**src/rtl/bcd_serial_adder_ctrl.sv**
```systemverilog
// Multi-digit packed-BCD adder controller: one shared single-digit BCD cell,
// least-significant digit first, one digit per clock, registered result + done pulse.
module bcd_serial_adder_ctrl #(
  parameter int unsigned DIGITS = 4
) (
  input  logic                  clk,
  input  logic                  rst_n,
  input  logic                  start,
  input  logic [4*DIGITS-1:0]   op_a,
  input  logic [4*DIGITS-1:0]   op_b,
  input  logic                  cin,
  output logic                  busy,
  output logic                  done,
  output logic [4*DIGITS-1:0]   sum,
  output logic                  cout,
  output logic                  err
);

  localparam int unsigned W  = 4 * DIGITS;
  localparam int unsigned IW = (DIGITS > 1) ? $clog2(DIGITS) : 1;

  typedef enum logic [1:0] {S_IDLE, S_RUN, S_DONE} state_e;

  state_e          state_q, state_d;
  logic [W-1:0]    a_q, a_d, b_q, b_d, res_q, res_d, sum_q, sum_d;
  logic [IW-1:0]   idx_q, idx_d;
  logic            carry_q, carry_d, err_pend_q, err_pend_d;
  logic            cout_q, cout_d, err_q, err_d;

  logic [W-1:0]    a_shift, b_shift;
  logic [3:0]      dig_a, dig_b, dig_s;
  logic [4:0]      raw;
  logic            dig_c, any_bad;

  // Shared single-digit BCD adder cell; result for non-decimal digits is masked later.
  always_comb begin
    a_shift = a_q >> {idx_q, 2'b00};
    b_shift = b_q >> {idx_q, 2'b00};
    dig_a   = a_shift[3:0];
    dig_b   = b_shift[3:0];
    raw     = {1'b0, dig_a} + {1'b0, dig_b} + {4'b0000, carry_q};
    if (raw > 5'd9) begin
      dig_s = 4'(raw + 5'd6);
      dig_c = 1'b1;
    end else begin
      dig_s = raw[3:0];
      dig_c = 1'b0;
    end
  end

  always_comb begin
    any_bad = 1'b0;
    for (int unsigned i = 0; i < DIGITS; i++) begin
      if (op_a[4*i +: 4] > 4'd9 || op_b[4*i +: 4] > 4'd9) any_bad = 1'b1;
    end
  end

  always_comb begin
    state_d    = state_q;
    a_d        = a_q;
    b_d        = b_q;
    res_d      = res_q;
    sum_d      = sum_q;
    idx_d      = idx_q;
    carry_d    = carry_q;
    err_pend_d = err_pend_q;
    cout_d     = cout_q;
    err_d      = err_q;
    case (state_q)
      S_IDLE: begin
        if (start) begin
          a_d        = op_a;
          b_d        = op_b;
          carry_d    = cin;
          idx_d      = '0;
          res_d      = '0;
          err_pend_d = any_bad;
          state_d    = S_RUN;
        end
      end
      S_RUN: begin
        for (int unsigned i = 0; i < DIGITS; i++) begin
          if (IW'(i) == idx_q) res_d[4*i +: 4] = dig_s;
        end
        carry_d = dig_c;
        idx_d   = idx_q + 1'b1;
        if (idx_q == IW'(DIGITS - 1)) begin
          // res_d already holds the last digit written above.
          state_d = S_DONE;
          idx_d   = '0;
          sum_d   = err_pend_q ? '0 : res_d;
          cout_d  = err_pend_q ? 1'b0 : dig_c;
          err_d   = err_pend_q;
        end
      end
      S_DONE:  state_d = S_IDLE;
      default: state_d = S_IDLE;
    endcase
  end

  always_ff @(posedge clk or negedge rst_n) begin
    if (!rst_n) begin
      state_q    <= S_IDLE;
      a_q        <= '0;
      b_q        <= '0;
      res_q      <= '0;
      sum_q      <= '0;
      idx_q      <= '0;
      carry_q    <= 1'b0;
      err_pend_q <= 1'b0;
      cout_q     <= 1'b0;
      err_q      <= 1'b0;
    end else begin
      state_q    <= state_d;
      a_q        <= a_d;
      b_q        <= b_d;
      res_q      <= res_d;
      sum_q      <= sum_d;
      idx_q      <= idx_d;
      carry_q    <= carry_d;
      err_pend_q <= err_pend_d;
      cout_q     <= cout_d;
      err_q      <= err_d;
    end
  end

  assign busy = (state_q == S_RUN);
  assign done = (state_q == S_DONE);
  assign sum  = sum_q;
  assign cout = cout_q;
  assign err  = err_q;

endmodule

```
**config.mk**
```make
export PLATFORM = sky130hd
export DESIGN_NAME = bcd_serial_adder_ctrl
export DESIGN_NICKNAME = d
export VERILOG_FILES = /design/src/rtl/bcd_serial_adder_ctrl.sv
export SDC_FILE = /design/constraint.sdc
export NUM_CORES = 1
export LEC_CHECK = 0
export BUFFER_PORTS_ARGS = -buffer_cell sky130_fd_sc_hd__buf_2
export CAP_MARGIN = 30
export CORE_ASPECT_RATIO = 0.8
export CORE_MARGIN = 10
export CORE_UTILIZATION = 41
export DETAILED_ROUTE_END_ITERATION = 8
export HOLD_SLACK_MARGIN = 0.06
export PLACE_DENSITY = 0.68
export SYNTH_ARGS = -nofsm -noshare
export SYNTH_HDL_FRONTEND = slang
export SYNTH_SLANG_ARGS = --single-unit
export TNS_END_PERCENT = 30
```
**constraint.sdc**
```tcl
create_clock -name clk -period 5.7 [get_ports clk]
set_input_delay 1.14 -clock clk [delete_from_list [all_inputs] [get_ports clk]]
set_output_delay 1.14 -clock clk [all_outputs]
set_load 0.01 [all_outputs]
```
Yosys cells after proc, flatten, opt, wreduce, memory -nomap -nowiden:

Index checks and enable logic that the tools add are counted.

* add/sub/neg operators: 4
* magnitude comparators: 9
* equal/unequal tests: 8
* shift-type cells: 2
* mux-type cells: 22
* reduce and logical (&&, ||, !) cells: 11

Operators by type and width (number)
* 4-bit > comparator (second input constant): 8
* 16-bit 2-to-1 mux: 2
* 16-bit one-hot mux with 2 select lines: 1
* 16-bit by 4-bit >> shifter with 4-bit output: 2
* 4-bit 2-to-1 mux: 5
* 2-bit 2-to-1 mux: 4
* 2-bit one-hot mux with 2 select lines: 2
* 2-bit AND reduction: 4
* 1-bit 2-to-1 mux: 7
* 4-bit by 4-bit adder with 5-bit output: 1
* 5-bit by 1-bit adder with 5-bit output: 1
* 5-bit by 4-bit > comparator with 1-bit output (second input constant): 1
* 4-bit by 3-bit adder with 4-bit output (second input constant): 1
* 2-bit equality test (first input constant): 2
* 2-bit equality test (second input constant): 2
* 2-bit zero test: 2
* 1-bit logical OR: 4
* 2-bit by 1-bit adder with 2-bit output (second input constant): 1
* 1-bit by 2-bit equality test with 1-bit output (first input constant): 1
* 2-bit by 1-bit equality test with 1-bit output (second input constant): 1
* 2-bit by 1-bit inequality test with 1-bit output (second input constant): 1
* 2-bit inequality test (second input constant): 1
* 1-bit one-hot mux with 2 select lines: 1
* 2-bit nonzero test: 1

* bits in registers: 72
* input port bits: 36
* output and inout port bits: 20
* word-level logic and storage cells: 66

Longest topological paths before layout:

Gate-level depths: netlist of the first run.

* word-level depth: 7
* mapped depth: 12
* mapped depth without buffers: 11

Least setup slack after synthesis of the first run:

No wires, ideal clock.

* path type: register to register
* start: register idx_q[0]
* end: register res_q[10]
* library setup time: 0.067 ns
* arrival time: 3.958 ns
* required time: 5.633 ns
* setup slack: 1.675 ns
* stages on the path, launching flop included: 13
* buffers on the path: 1
* clock period less this slack: 4.025 ns
* cell sequence: dfrtp_1 -> clkbuf_1 -> mux4_2 -> fa_1 -> fa_1 -> xnor2_1 -> ha_1 -> nor2b_1 -> a31o_2 -> o31ai_4 -> mux2i_1 -> and2_1 -> a22o_1

* cells in the longest elaborated chain, start to end: 7
* elaborated cells on any way between the ends: 10
* classes of those cells: add/sub: 3; order compare: 1; eq/ne: 1; shift: 2; mux: 3

Ends and longest elaborated chain
* from (decl): RTL line 26 `logic [IW-1:0] idx_q, idx_d;`
* from (signal assigned): RTL line 119 `idx_q <= idx_d;`
* 16-bit by 4-bit >> shifter with 4-bit output (on tied branches): RTL line 37, 38
* 4-bit by 4-bit adder with 5-bit output: RTL line 41 `raw = {1'b0, dig_a} + {1'b0, dig_b} + {4'b0000, carry_q};`
* 5-bit by 1-bit adder with 5-bit output: RTL line 41
* 4-bit by 3-bit adder with 4-bit output / 5-bit by 4-bit > comparator with 1-bit output (equally long branches): RTL line 43, 42
* 4-bit 2-to-1 mux: RTL line 42 `if (raw > 5'd9) begin`
* 4-bit 2-to-1 mux (*): RTL line 83 `if (IW'(i) == idx_q) res_d[4*i +: 4] = dig_s;`
* 16-bit one-hot mux with 2 select lines (*): RTL line 69 `case (state_q)`
* to (signal assigned): RTL line 117 `res_q <= res_d;`
* to (decl): RTL line 25 `logic [W-1:0] a_q, a_d, b_q, b_d, res_q, res_d, sum_q, sum_d;`

Every way passes the cells marked *; elsewhere a longest branch is shown, timed or not.
A chain may end at the register's enable or synchronous reset.

Worst setup path in the final report of the first run:

Same ends and word-level chain as after synthesis.

==> results of run 1 <==
==> stage by stage <==
step	hold slack, ns	cell area (sq um)	setup WS, ns
2_1_floorplan	0.451	3180	1.67
3_3_place_gp	0.444	3560	1.60
3_5_place_dp	0.452	3560	1.47
4_1_cts	0.468	3770	1.46
5_1_grt	0.492	3770	1.17
6_report	0.459	3770	1.49
==> worst max-delay path, cell delays in order, from the launching register on <==
cell and delay, ns:
dfrtp_1 0.73, mux4_2 0.61, fa_1 0.44, fa_1 0.42
xnor2_1 0.19, ha_1 0.24, nor2b_1 0.13, a31o_2 0.25
o31ai_4 0.34, mux2i_1 0.41, and2_1 0.23, a22o_1 0.16
==> registers in the layout, summed over array words and instances, names as in the netlist, 2 cells and up <==
name and cells:
state_q 2, b_q 16, sum 16, idx_q 2
a_q 16, res_q 12
==> logic make-up after synthesis <==
group                    share of synthesized area, %
AO/OA/AOI/OAI                                    11.8
XOR/XNOR                                        0.551
adder cells (fa/ha/maj)                          4.40
buffers and inverters                            2.48
flip-flops                                       53.5
multiplexers                                     20.1
AND/OR/NAND/NOR                                  7.12
==> Yosys cell counts (all sizes together) (6+ instances only) <==
cell type,n
dfrtp,68
o21ai,23
nand2,25
ha,8
a22o,8
clkbuf,11
nor2,8
mux2,32
mux2i,10
inv,6
mux4,8
==> final cells by class <==
type,count,area share (%)
Clock buffer,12,4.12
Clock inverter,4,1.26
Timing Repair Buffer,58,7.91
Multi-Input combinational cell,165,37.3
Tap cell,105,3.49
Inverter,7,0.698
Sequential cell,68,45.2
==> worst paths after layout <==
check	end	from
min in group asynchronous	b_q[14]	rst_n
max in group asynchronous	sum[12]	rst_n
hold / removal	sum[13]	sum[13]
hold reg to reg	sum[13]	sum[13]
setup reg to reg	res_q[10]	idx_q[0]
setup / recovery	res_q[10]	idx_q[0]
==> routing by layer <==
metal | track usage (%) | vias to the layer above
li1 | - | 1033
met1 | 17.3 | 1101
met2 | 19.0 | 57
met3 | 4.90 | 8
met4 | 5.62 | 0
met5 | 0 | -
==> impl_metrics.yaml, run 1 <==
clocking:
  htreeDepth: 3
  post-cts-setup-buffer-count: 0
  tritoncts: "yes"
  worstSkewPairLatency_ns: 0.35
  cts_hold_buf: 0
  ctsResizeCount: 0
  numClockSinks: 68
  cts_root_buf: "clkbuf_8"
  clkTransAtPathRegs_ns: 0.07
  clockBufferDepth: 2
  cts_buffers: 9
timing:
  timing.fmax_ghz: 0.237
  finalSetupViolCount: 0
  worstMarginPinSlew_ns: 0.853
  rsz0062_at_grt: "no"
  period_minus_slack_ns: 4.21
  skew_ns: 0.00525
  setup-tns-final_ns: 0
  fin_crit_sh_pct: 73.9
  hold_viol: 0
  relSlewSlack_pct: 43.2
  slew_violations: 0
die:
  die_x_microns: 118
  design.core.area_sq_um: 7460
  io_pins: 56
  row_count: 28
  die_h_microns: 98.8
  initial_core_util_pct: 42.6
  dieArea_sq_um: 11700
drt:
  vias_per_cell: 5.25
  drcViolationCount: 0
  drt-met1-wl_mm: 3.48
  antenna_left: 0
  finalWirelength_mm: 7.33
  top_layer: "met4"
  wl_met3_microns: 420
  dr.pass1.iters: 4
  wire_per_inst_microns: 17.5
  dr_wl_met2_mm: 3.31
  num_vias: 2199
  drtIter0Drc: 127
yosys:
  syn_inst: 254
  synthFlopType: "dfrtp_1"
  synth_edf_count: 0
  synth_top_cell_area_share_pct: 53.5
  yosys_register_bits: 68
  yosysWarningCount: 0
  synthArstFlopShare_pct: 100
  synth_nets: 300
  synth_area_sq_um: 3180
  synth_top_area_cell: "dfrtp_1"
  ys_seq_area_share_pct: 53.5
  avgSynthCellArea_sq_um: 12.5
  synth.area.top_cells: "dfrtp_1, mux2_2, mux4_2"
  synth_cell_types: 35
layout:
  layout_common_cells: "dfrtp_1, buf_2, mux2_2"
  drive_above_1_share_pct: 37.3
  syn_to_final_growth_pct: 18.4
  antenna_cells: 0
  stdcell_count: 419
  regArea_sq_um: 1700
  multi_input_area_sq_um: 1410
  nFillCells: 695
  fin_util_pct: 50.5
  layout_commonest_cell: "dfrtp_1"
  final_nets: 355
worst_setup_path:
  critPathCaptureType: "flip-flop"
  reg2reg_slack_ns: 1.49
  rr_worst_depth: 11
  cp.required_ns: 5.98
  worstPathMaxFanout: 12
  startpoint_type: "flip-flop"
  critical_path_class: "reg -> reg"
  critPathArrivalTime_ns: 4.50
grt:
  grt_pass1_vias: 2237
  antenna_found_initial: 0
  grt.overflow.total: 0
  track_usage_pct: 13.1
  grt_pass1_wl_mm: 12.3
  grt_max_degree: 69
worst_hold_path:
  hp-class: "reg -> reg"
  min_path_cells: 2
run_status:
  status: "finished clean"
run:
  cap_violations: 0
placed_design:
  numPlacedInstances: 403
  dp_hpwl_mm: 5.38
  port_buffers: 55
  gp_congestion: 0.754
Power of run 1 is not shown: default switching activity piles up to over one toggle a cycle in this logic, so the estimate is an artifact.
==> run 2: changes to the inputs <==
ABC_AREA = 1   (was default)
PLACE_DENSITY = 0.67   (was 0.68)
clock period = 4 ns   (was 5.7 ns; I/O delays follow)
==> impl_metrics.yaml, run 2 <==
worst_setup_path:
  path_cells: "inv_1, o21ai_0, o22ai_1, fa_1, fa_1, inv_1, ha_1, inv_1, nor2_1, a21oi_2, nand2_2, nand3b_1, nand3_1, nand3_1, nand2_1"
  worst-path-buf-inv: 3
  critical_path_class: "reg -> reg"
  cpPeakStageDelay_ns: 0.55
  cp_slowest_cell: "fa_1"
  worstPathMaxFanout: 12
  cpMostUsedCell: "inv_1"
  cp_top_family: "adder cells"
  critPathCaptureType: "flip-flop"
  cp.required_ns: 4.24
  reg2reg_slack_ns: 0.75
  startpoint_type: "flip-flop"
  critPathArrivalTime_ns: 3.50
layout:
  drive_above_1_share_pct: 22.6
  antenna_cells: 0
  nFillCells: 838
  stdcell_count: 604
  final_nets: 534
  syn_to_final_growth_pct: 16.2
  layout_common_cells: "nand2_1, dfrtp_1, buf_2"
  layout_commonest_cell: "nand2_1"
drt:
  drcViolationCount: 0
  num_vias: 2992
  vias_per_cell: 4.95
  antenna_left: 0
  dr.pass1.iters: 4
  wire_per_inst_microns: 14.0
  finalWirelength_mm: 8.47
  drtIter0Drc: 202
timing:
  skew_ns: 0.0102
  hold_viol: 0
  rsz0062_at_grt: "no"
  timing.fmax_ghz: 0.307
  slew_violations: 0
  finalSetupViolCount: 0
  worstMarginPinSlew_ns: 0.673
  setup-tns-final_ns: 0
  fin_crit_sh_pct: 81.3
  relSlewSlack_pct: 55.1
  period_minus_slack_ns: 3.25
  timing.final.ws_setup_ns: 0.746
die:
  io_pins: 56
  initial_core_util_pct: 42.2
  die_x_microns: 124
  row_count: 30
  design.core.area_sq_um: 8480
  die_h_microns: 104
  dieArea_sq_um: 12900
yosys:
  yosys_register_bits: 72
  avgSynthCellArea_sq_um: 8.26
  synth_area_sq_um: 3580
  synth_top_area_cell: "dfrtp_1"
  synth_edf_count: 0
  synthFlopType: "dfrtp_1"
  ys_seq_area_share_pct: 50.3
  synth_nets: 479
  synth.area.top_cells: "dfrtp_1, nand2_1, o21ai_0"
  yosysMostFrequentCell: "nand2_1"
  synth_top_cell_area_share_pct: 50.3
  yosysWarningCount: 0
  synth_common_cells: "nand2_1, dfrtp_1, o21ai_0"
  synthArstFlopShare_pct: 100
  synth_cell_types: 30
  syn_inst: 433
placed_design:
  place_ws_ns: 0.771
  dp_hpwl_mm: 6.38
  port_buffers: 55
  gp_congestion: 0.835
  numPlacedInstances: 589
grt:
  track_usage_pct: 13.4
  grt_pass1_vias: 3157
  grt_max_degree: 47
  antenna_found_initial: 0
  grt_pass1_wl_mm: 14.7
  grt.overflow.total: 0
clocking:
  ctsResizeCount: 0
  cts_root_buf: "clkbuf_8"
  numClockSinks: 72
  cts_hold_buf: 0
  clockBufferDepth: 2
  htreeDepth: 3
  worstSkewPairLatency_ns: 0.35
  clkTransAtPathRegs_ns: 0.08
  post-cts-setup-buffer-count: 0
  cts_buffers: 9
  tritoncts: "yes"
run:
  cap_violations: 0
worst_hold_path:
  hp-class: "in -> async"
run_status:
  status: "finished clean"
## run 2: cell count changes after synthesis, sizes merged, moves of 17 or more
cell   before  now
o21ai      23   46
inv         6   29
nand2      25  161
nand3       1   41
mux2       32    0
nor2        8   25
## run 2: metrics by stage
| step | util, % | hold WS (ns) | area [sq um] |
|---|---|---|---|
| after global placement | 46.5 | 0.454 | 3940 |
| after floorplan | - | 0.437 | 3580 |
| after detailed placement | 46.7 | 0.457 | 3960 |
| final | 49.0 | 0.386 | 4160 |
| after global routing | 49.0 | 0.403 | 4160 |
| after CTS | 49.0 | 0.389 | 4160 |
## run 2: cell type report
type	instances	area [sq um]	area share (%)
Sequential cell	72	1800	43.3
Multi-Input combinational cell	317	1590	38.3
Timing Repair Buffer	59	318	7.64
Tap cell	112	140	3.37
Clock buffer	10	138	3.31
Inverter	29	111	2.68
Clock inverter	5	57.6	1.38
## run 2: routing by layer
metal / vias up / wire length (microns) / global-route usage (%)
li1: 1511 / - / -
met2: 70 / 3830 / 20.8
met3: 10 / 421 / 4.13
met1: 1401 / 4120 / 17.2
met5: - / 0 / 0
met4: 0 / 93 / 4.65
## run 2: cells by family (layout without fill, tap and decap cells)
logic type      count (synthesis)  count (layout)  synth area share [%]
buf+inv                        44             103                  5.17
flops                          72              72                  50.3
simple gates                  242             242                  30.7
compound gates                 65              65                  9.86
fa+ha+maj                      10              10                  3.92
## run 2: worst paths after layout
path | to | cells after the start | from
worst max register to register | res_q[2] | 15 | idx_q[1]
max in group asynchronous | sum[9] | 3 | rst_n
worst min-delay path | err | 1 | rst_n
worst max-delay path | res_q[2] | 15 | idx_q[1]
worst min register to register | res_q[10] | 2 | res_q[10]
min in group clk | res_q[10] | 2 | res_q[10]
Power of run 2 is left out for the same reason.
==> run 3: changes to the inputs <==
ABC_AREA = 0   (was 1)
PLACE_DENSITY = 0.7   (was 0.67)
clock period = 2.8 ns   (was 4 ns; I/O delays follow)
==> impl_metrics.yaml, run 3 (same netlist as run 1, synthesis figures left out) <==
clocking:
  numClockSinks: 68
  clockBufferDepth: 2
  htreeDepth: 3
  cts_buffers: 9
  worstSkewPairLatency_ns: 0.35
  tritoncts: "yes"
  clkTransAtPathRegs_ns: 0.07
  cts_root_buf: "clkbuf_8"
drt:
  antenna_left: 0
  drcViolationCount: 0
  wire_per_inst_microns: 17.7
  drtIter0Drc: 113
  num_vias: 2302
  dr.pass1.iters: 4
  vias_per_cell: 5.28
  finalWirelength_mm: 7.71
timing:
  timing.fmax_ghz: 0.288
  period_minus_slack_ns: 3.48
  hold_viol: 0
  fin_crit_sh_pct: 124
  skew_ns: 0.00906
  finalSetupViolCount: 23
  relSlewSlack_pct: 57.3
  worstMarginPinSlew_ns: 0.638
  hold_ws_ns: 0.204
  timing.final.ws_setup_ns: -0.677
  slew_violations: 0
  rsz0062_at_grt: "yes"
placed_design:
  gp_congestion: 0.808
  port_buffers: 55
  dp_hpwl_mm: 5.59
  place_ws_ns: -0.770
worst_setup_path:
  critPathCaptureType: "flip-flop"
  worstPathMaxFanout: 5
  rr_worst_depth: 11
  cp.required_ns: 3.09
  critical_path_class: "reg -> reg"
  critPathArrivalTime_ns: 3.77
  startpoint_type: "flip-flop"
grt:
  track_usage_pct: 13.6
  grt_pass1_vias: 2406
  antenna_found_initial: 0
  grt_pass1_wl_mm: 12.7
  grt_max_degree: 69
  grt.overflow.total: 0
die:
  die_x_microns: 118
  design.core.area_sq_um: 7460
  initial_core_util_pct: 42.6
  io_pins: 56
  row_count: 28
  dieArea_sq_um: 11700
  die_h_microns: 98.8
layout:
  final_nets: 372
  antenna_cells: 0
  layout_common_cells: "dfrtp_1, buf_2, mux2_2"
  syn_to_final_growth_pct: 28.4
  layout_commonest_cell: "dfrtp_1"
  nFillCells: 617
  drive_above_1_share_pct: 45.6
run:
  cap_violations: 0
run_status:
  status: "complete, but fails checks"
  violations: "setup timing"
worst_hold_path:
  hp-class: "in -> async"
[run 3: changes by cell type in the layout (fill, tap and decap cells not counted), moves of 9 or more]
cell     change
inv_1       -20
or2_2       -11
mux2_2      +32
o21ai_0     -31
nor2_1      -13
buf_4       +14
mux2i_1      +9
nand3_1     -38
nand2_1    -123
nand2_2      -9
[run 3: through the flow]
step / TNS (ns) / area, sq um / util [%] / instances
floorplan: -12.82 / 3220 / - / 254
global placement: -12.51 / 3720 / 49.9 / 417
detailed placement: -14.45 / 3720 / 49.9 / 417
CTS: -13.42 / 4050 / 54.3 / 434
global route: -15.19 / 4080 / 54.7 / 436
finish: -12.32 / 4080 / 54.7 / 436
[run 3: per-layer routing]
metal / vias to the layer above / part of all wire, % / track usage, %
met5: - / 0 / 0
met4: 0 / 1.3 / 5.44
met3: 8 / 4.6 / 3.93
met2: 55 / 46 / 20.1
met1: 1166 / 48 / 18.4
li1: 1073 / - / -
[run 3: path summary, 6_finish.rpt]
| kind | from | endpoint | slack (ns) |
|---|---|---|---|
| setup / recovery | idx_q[0] | res_q[2] | -0.68 |
| hold / removal | rst_n | b_q[15] | 0.20 |
| setup reg to reg | idx_q[0] | res_q[2] | -0.68 |
| hold reg to reg | sum[12] | sum[12] | 0.48 |
| max in group asynchronous | rst_n | a_q[10] | 2.29 |
| min in group clk | op_a[4] | a_q[4] | 0.44 |
[run 3: cell type report]
type	count	area, sq um	area share [%]
tap	105	131	3.22
inverter	7	26.3	0.643
clock inverter	5	83.8	2.05
timing repair buffer	75	454	11.1
multi-input combinational	165	1540	37.8
sequential	68	1700	41.7
clock buffer	11	141	3.46
[run 3: timing repair]
item,in CTS,in global routing
endpoints found under the setup margin,23,23
hold buffers,0,0
gates resized for setup,24,6
setup buffers,1,2
pin swaps,8,0
gates cloned,0,0
[run 3: worst max-delay path, cell delays in order, from the launching register on]
cell     delay, ns
dfrtp_2       0.41
mux4_2        0.53
fa_2          0.39
fa_2          0.41
xnor2_4       0.18
ha_4          0.16
nor2b_4       0.12
a31o_4        0.22
o31ai_4       0.29
mux2i_4       0.36
and2_4        0.20
a22o_1        0.14
Power of run 3 is left out for the same reason.
